`config.mk`:
```
export PLATFORM = sky130hd
export DESIGN_NAME = key_debounce
export DESIGN_NICKNAME = d
export VERILOG_FILES = /design/src/rtl/key_debounce.sv
export SDC_FILE = /design/constraint.sdc
export NUM_CORES = 1
export LEC_CHECK = 0
export ABC_AREA = 1
export CAP_MARGIN = 0
export CORE_MARGIN = 8
export CORE_UTILIZATION = 45
export DETAILED_ROUTE_END_ITERATION = 12
export GPL_TIMING_DRIVEN = 0
export MAX_ROUTING_LAYER = met4
export SKIP_LAST_GASP = 1
export SLEW_MARGIN = 25
export SYNTH_ARGS = -nofsm -noshare
export SYNTH_HDL_FRONTEND = slang
export SYNTH_SLANG_ARGS = --single-unit
```
`constraint.sdc`:
```
create_clock -name clk -period 1.7 [get_ports clk]
set_input_delay 0.255 -clock clk [delete_from_list [all_inputs] [get_ports clk]]
set_output_delay 0.255 -clock clk [all_outputs]
set_load 0.02 [all_outputs]
```
`src/rtl/key_debounce.sv`:
```
// Debounces active-low push-buttons into clean active-high levels plus one-cycle press/release strobes.
// Optional KEY_DEBOUNCE_TOGGLE_EN adds a per-channel toggle output flipped by each press.
module key_debounce #(
  parameter int WIDTH           = 2,
  parameter int DEBOUNCE_CYCLES = 500000,
  parameter int CNT_W           = $clog2(DEBOUNCE_CYCLES)
) (
  input  logic             clk,
  input  logic             reset,
  input  logic [WIDTH-1:0] key,
  output logic [WIDTH-1:0] held,
  output logic [WIDTH-1:0] pressed,
  output logic [WIDTH-1:0] released
`ifdef KEY_DEBOUNCE_TOGGLE_EN
  ,
  output logic [WIDTH-1:0] toggled
`endif
);

  localparam logic [CNT_W-1:0] CNT_MAX = CNT_W'(DEBOUNCE_CYCLES - 1);

  logic [WIDTH-1:0] sync1;
  logic [WIDTH-1:0] sync2;
  logic [WIDTH-1:0] s;
  logic [CNT_W-1:0] cnt [WIDTH];

  // Synchroniser resets to the released (high) level so reset never looks like a press.
  always_ff @(posedge clk or negedge reset) begin
    if (!reset) begin
      sync1 <= '1;
      sync2 <= '1;
    end else begin
      sync1 <= key;
      sync2 <= sync1;
    end
  end

  assign s = ~sync2;

  // A new level must persist for DEBOUNCE_CYCLES consecutive cycles; any return to held restarts it.
  always_ff @(posedge clk or negedge reset) begin
    if (!reset) begin
      held     <= '0;
      pressed  <= '0;
      released <= '0;
      for (int i = 0; i < WIDTH; i++) cnt[i] <= '0;
    end else begin
      pressed  <= '0;
      released <= '0;
      for (int i = 0; i < WIDTH; i++) begin
        if (s[i] == held[i]) begin
          cnt[i] <= '0;
        end else if (cnt[i] == CNT_MAX) begin
          held[i]     <= s[i];
          cnt[i]      <= '0;
          pressed[i]  <= s[i];
          released[i] <= ~s[i];
        end else begin
          cnt[i] <= cnt[i] + 1'b1;
        end
      end
    end
  end

`ifdef KEY_DEBOUNCE_TOGGLE_EN
  always_ff @(posedge clk or negedge reset) begin
    if (!reset) toggled <= '0;
    else        toggled <= toggled ^ pressed;
  end
`endif

endmodule

```
==> run_results.csv <==
group,metric,value,unit
run_status,status,"complete, no violations",
floorplanning,die_h,91.4,um
clocking,numCtsBuffers,5,
sta,max_freq,611,MHz
sta,final_max_slew_viol_count,0,
grt,first_global_vias,1969,
worst_setup_path,cp_slowest_stage_delay,640,ps
sta,max_slew_margin,60.9,%
clocking,htree_levels,2,
job,drv_cap,0,
routing,ant_nets,0,
grt,grt-ovfl-total,0,
finish,nNetsFinal,351,
routing,routed_wl,4880,um
clocking,clk_latency,300,ps
finish,drive_gt1_share,12.7,%
power_and_ir_drop,finalPower,0.00210,W
placement,io_buffers,9,
worst_setup_path,crit_family,"buffers and inverters",
sta,setup_violations,0,
clocking,cts_tree,"yes",
yosys,synth_warnings,0,
worst_hold_path,hp-class,"in -> reg",
grt,grt_pass1_wl,8920,um
clocking,post_cts_buffers,0,
worst_setup_path,cp-end-kind,"output port",
power_and_ir_drop,p_leak,1.23,nW
sta,period_needed,1640,ps
floorplanning,die_w,91.4,um
clocking,clkSinkCount,48,
finish,mostFrequentLayoutCells,"nor2_1, nand2_1, dfrtp_1, inv_1, nand3_1",
worst_setup_path,cp.arrival,1380,ps
finish,area_growth_syn_to_layout,11.8,%
worst_setup_path,cp_slowest_cell,"clkdlybuf4s50_1",
grt,grt_max_degree,49,
routing,wire_per_inst,11.7,um
power_and_ir_drop,pwr-share-comb,3.8,%
yosys,synth_area,2560,um2
worst_setup_path,start_kind,"register",
routing,vias,2060,
clocking,path_clk_slew,90,ps
sta,worst_slew_pin_slew,587,ps
yosys,ys_ff_latch,48,
routing,via_per_inst,4.93,
clocking,cts_buffer_depth,2,
power_and_ir_drop,p_per_area,734,nW/um2
routing,drc,0,
yosys,ys_seq_area_share,47.1,%
yosys,syn_nets,334,
sta,rsz0062_at_grt,"false",
worst_setup_path,crit_path_max_fanout,5,
yosys,synthCells,328,
floorplanning,start_util,46.5,%
finish,antennaDiodeCount,0,
worst_setup_path,cp_num_buf_inv,1,
placement,post-dp-hpwl,3620,um
clocking,cts_root_buf,"clkbuf_8",
power_and_ir_drop,p_seq_share,55.9,%
worst_setup_path,crit_chain,"clkdlybuf4s50_1",
yosys,ys_types,27,
placement,gp_congestion,0.837,
sta,hold_violations,0,
power_and_ir_drop,ir_drop,435,uV
floorplanning,ios,10,
grt,gr-usage-all-layers,13.2,%
power_and_ir_drop,p_clk_share,40.4,%
worst_setup_path,required,1440,ps
floorplanning,row_count,27,
routing,first_pass_iters,6,
floorplanning,die-area,8350,um2
grt,antenna_found_initial,0,
power_and_ir_drop,switching_power,0.000471,W
power_and_ir_drop,p_sw_share,22.4,%
finish,final_common_cell,"nor2_1",
routing,drt_iter0_drc,126,
sta,skew,9.64,ps
worst_setup_path,crit_type,"reg -> out",
finish,utilization,52.0,%
yosys,avgSynthCellArea,7.80,um2
floorplanning,coreArea,5510,um2
power_and_ir_drop,p_int,0.00163,W
sta,fin_crit_sh,96.3,%
[cell families after synthesis]
family / after synthesis / share of synthesized area (%)
AOI/OAI and AO/OA: 19 / 3.77
and+or+nand+nor: 203 / 37.0
xor gates and xnor gates: 14 / 4.79
buffers and inverters: 42 / 6.36
adders and majority gates: 2 / 0.978
DFF: 48 / 47.1
[repair_timing]
item	CTS	global route
hold endpoints to repair	44	0
hold buffers	1	0
endpoints found under the setup margin	0	0
gates resized for setup	0	0
[state kept, by name (all words and copies together) (netlist names)]
name      flops
cnt          38
held          2
pressed       2
released      2
sync1         2
sync2         2
[layout make-up]
cell class	instances	area [um2]
timing repair buffer	10	97.6
multi-input combinational	238	1190
buffer	2	12.5
sequential	48	1210
clock buffer	5	68.8
inverter	40	150
fill	541	2650
clock inverter	3	46.3
tap	72	90.1
[power groups by stage]
stage                     Combinational, W  Clock (W)  Sequential (W)
after floorplan                  0.0000409          0         0.00119
after global placement           0.0000813          0         0.00119
after detailed placement         0.0000804          0         0.00119
after CTS                        0.0000827   0.000878         0.00117
after global routing             0.0000937   0.000923         0.00117
final                            0.0000790   0.000848         0.00117
[cell usage after synthesis, drive strengths merged]
cell type,number,area [um2]
nand3,34,188
dfrtp,44,1100
xor2,12,105
ha,2,25.0
dfstp,4,105
nor2,95,417
nand4,4,25.0
o21ai,6,30.0
and3,1,6.26
nor3b,2,15.0
a21oi,12,60.1
inv,40,150
o22ai,1,6.26
nand2,60,255
xnor2,2,17.5
buf,2,12.5
nor3,7,40.0
[through the flow]
stage | TNS, ps | hold WS [ps] | instance area, um2 | cells | setup WS [ps]
finish | 0 | 351 | 2860 | 418 | 62.8
global route | 0 | 328 | 2860 | 418 | 1.54
CTS | 0 | 337 | 2860 | 418 | 40.7
detailed placement | 0 | 310 | 2740 | 409 | 146
global placement | -49290 | 347 | 2740 | 409 | -1070
floorplan | 0 | -40.6 | 2560 | 328 | 433
[layer usage]
layer	share of wire (%)	global-route usage (%)	vias to the layer above	wire length, um
met1	53	18.0	964	2590
met5	0	-	-	0
li1	-	-	1055	-
met3	3.8	2.96	4	187
met4	0.82	3.68	0	40
met2	42	19.0	37	2070
[worst paths after layout]
check                         start  endpoint  slack, ps  cells after the start
setup / recovery            held[0]   held[0]         60                      1
hold / removal               key[1]  sync1[1]        350                      1
setup reg to reg           sync2[1]   cnt[17]        140                      5
hold reg to reg            sync1[0]  sync2[0]        360                      0
max in group asynchronous     reset    cnt[4]        810                      2
min in group asynchronous     reset   cnt[33]        490                      2
No activity file was read; power rests on OpenSTA's default activity.
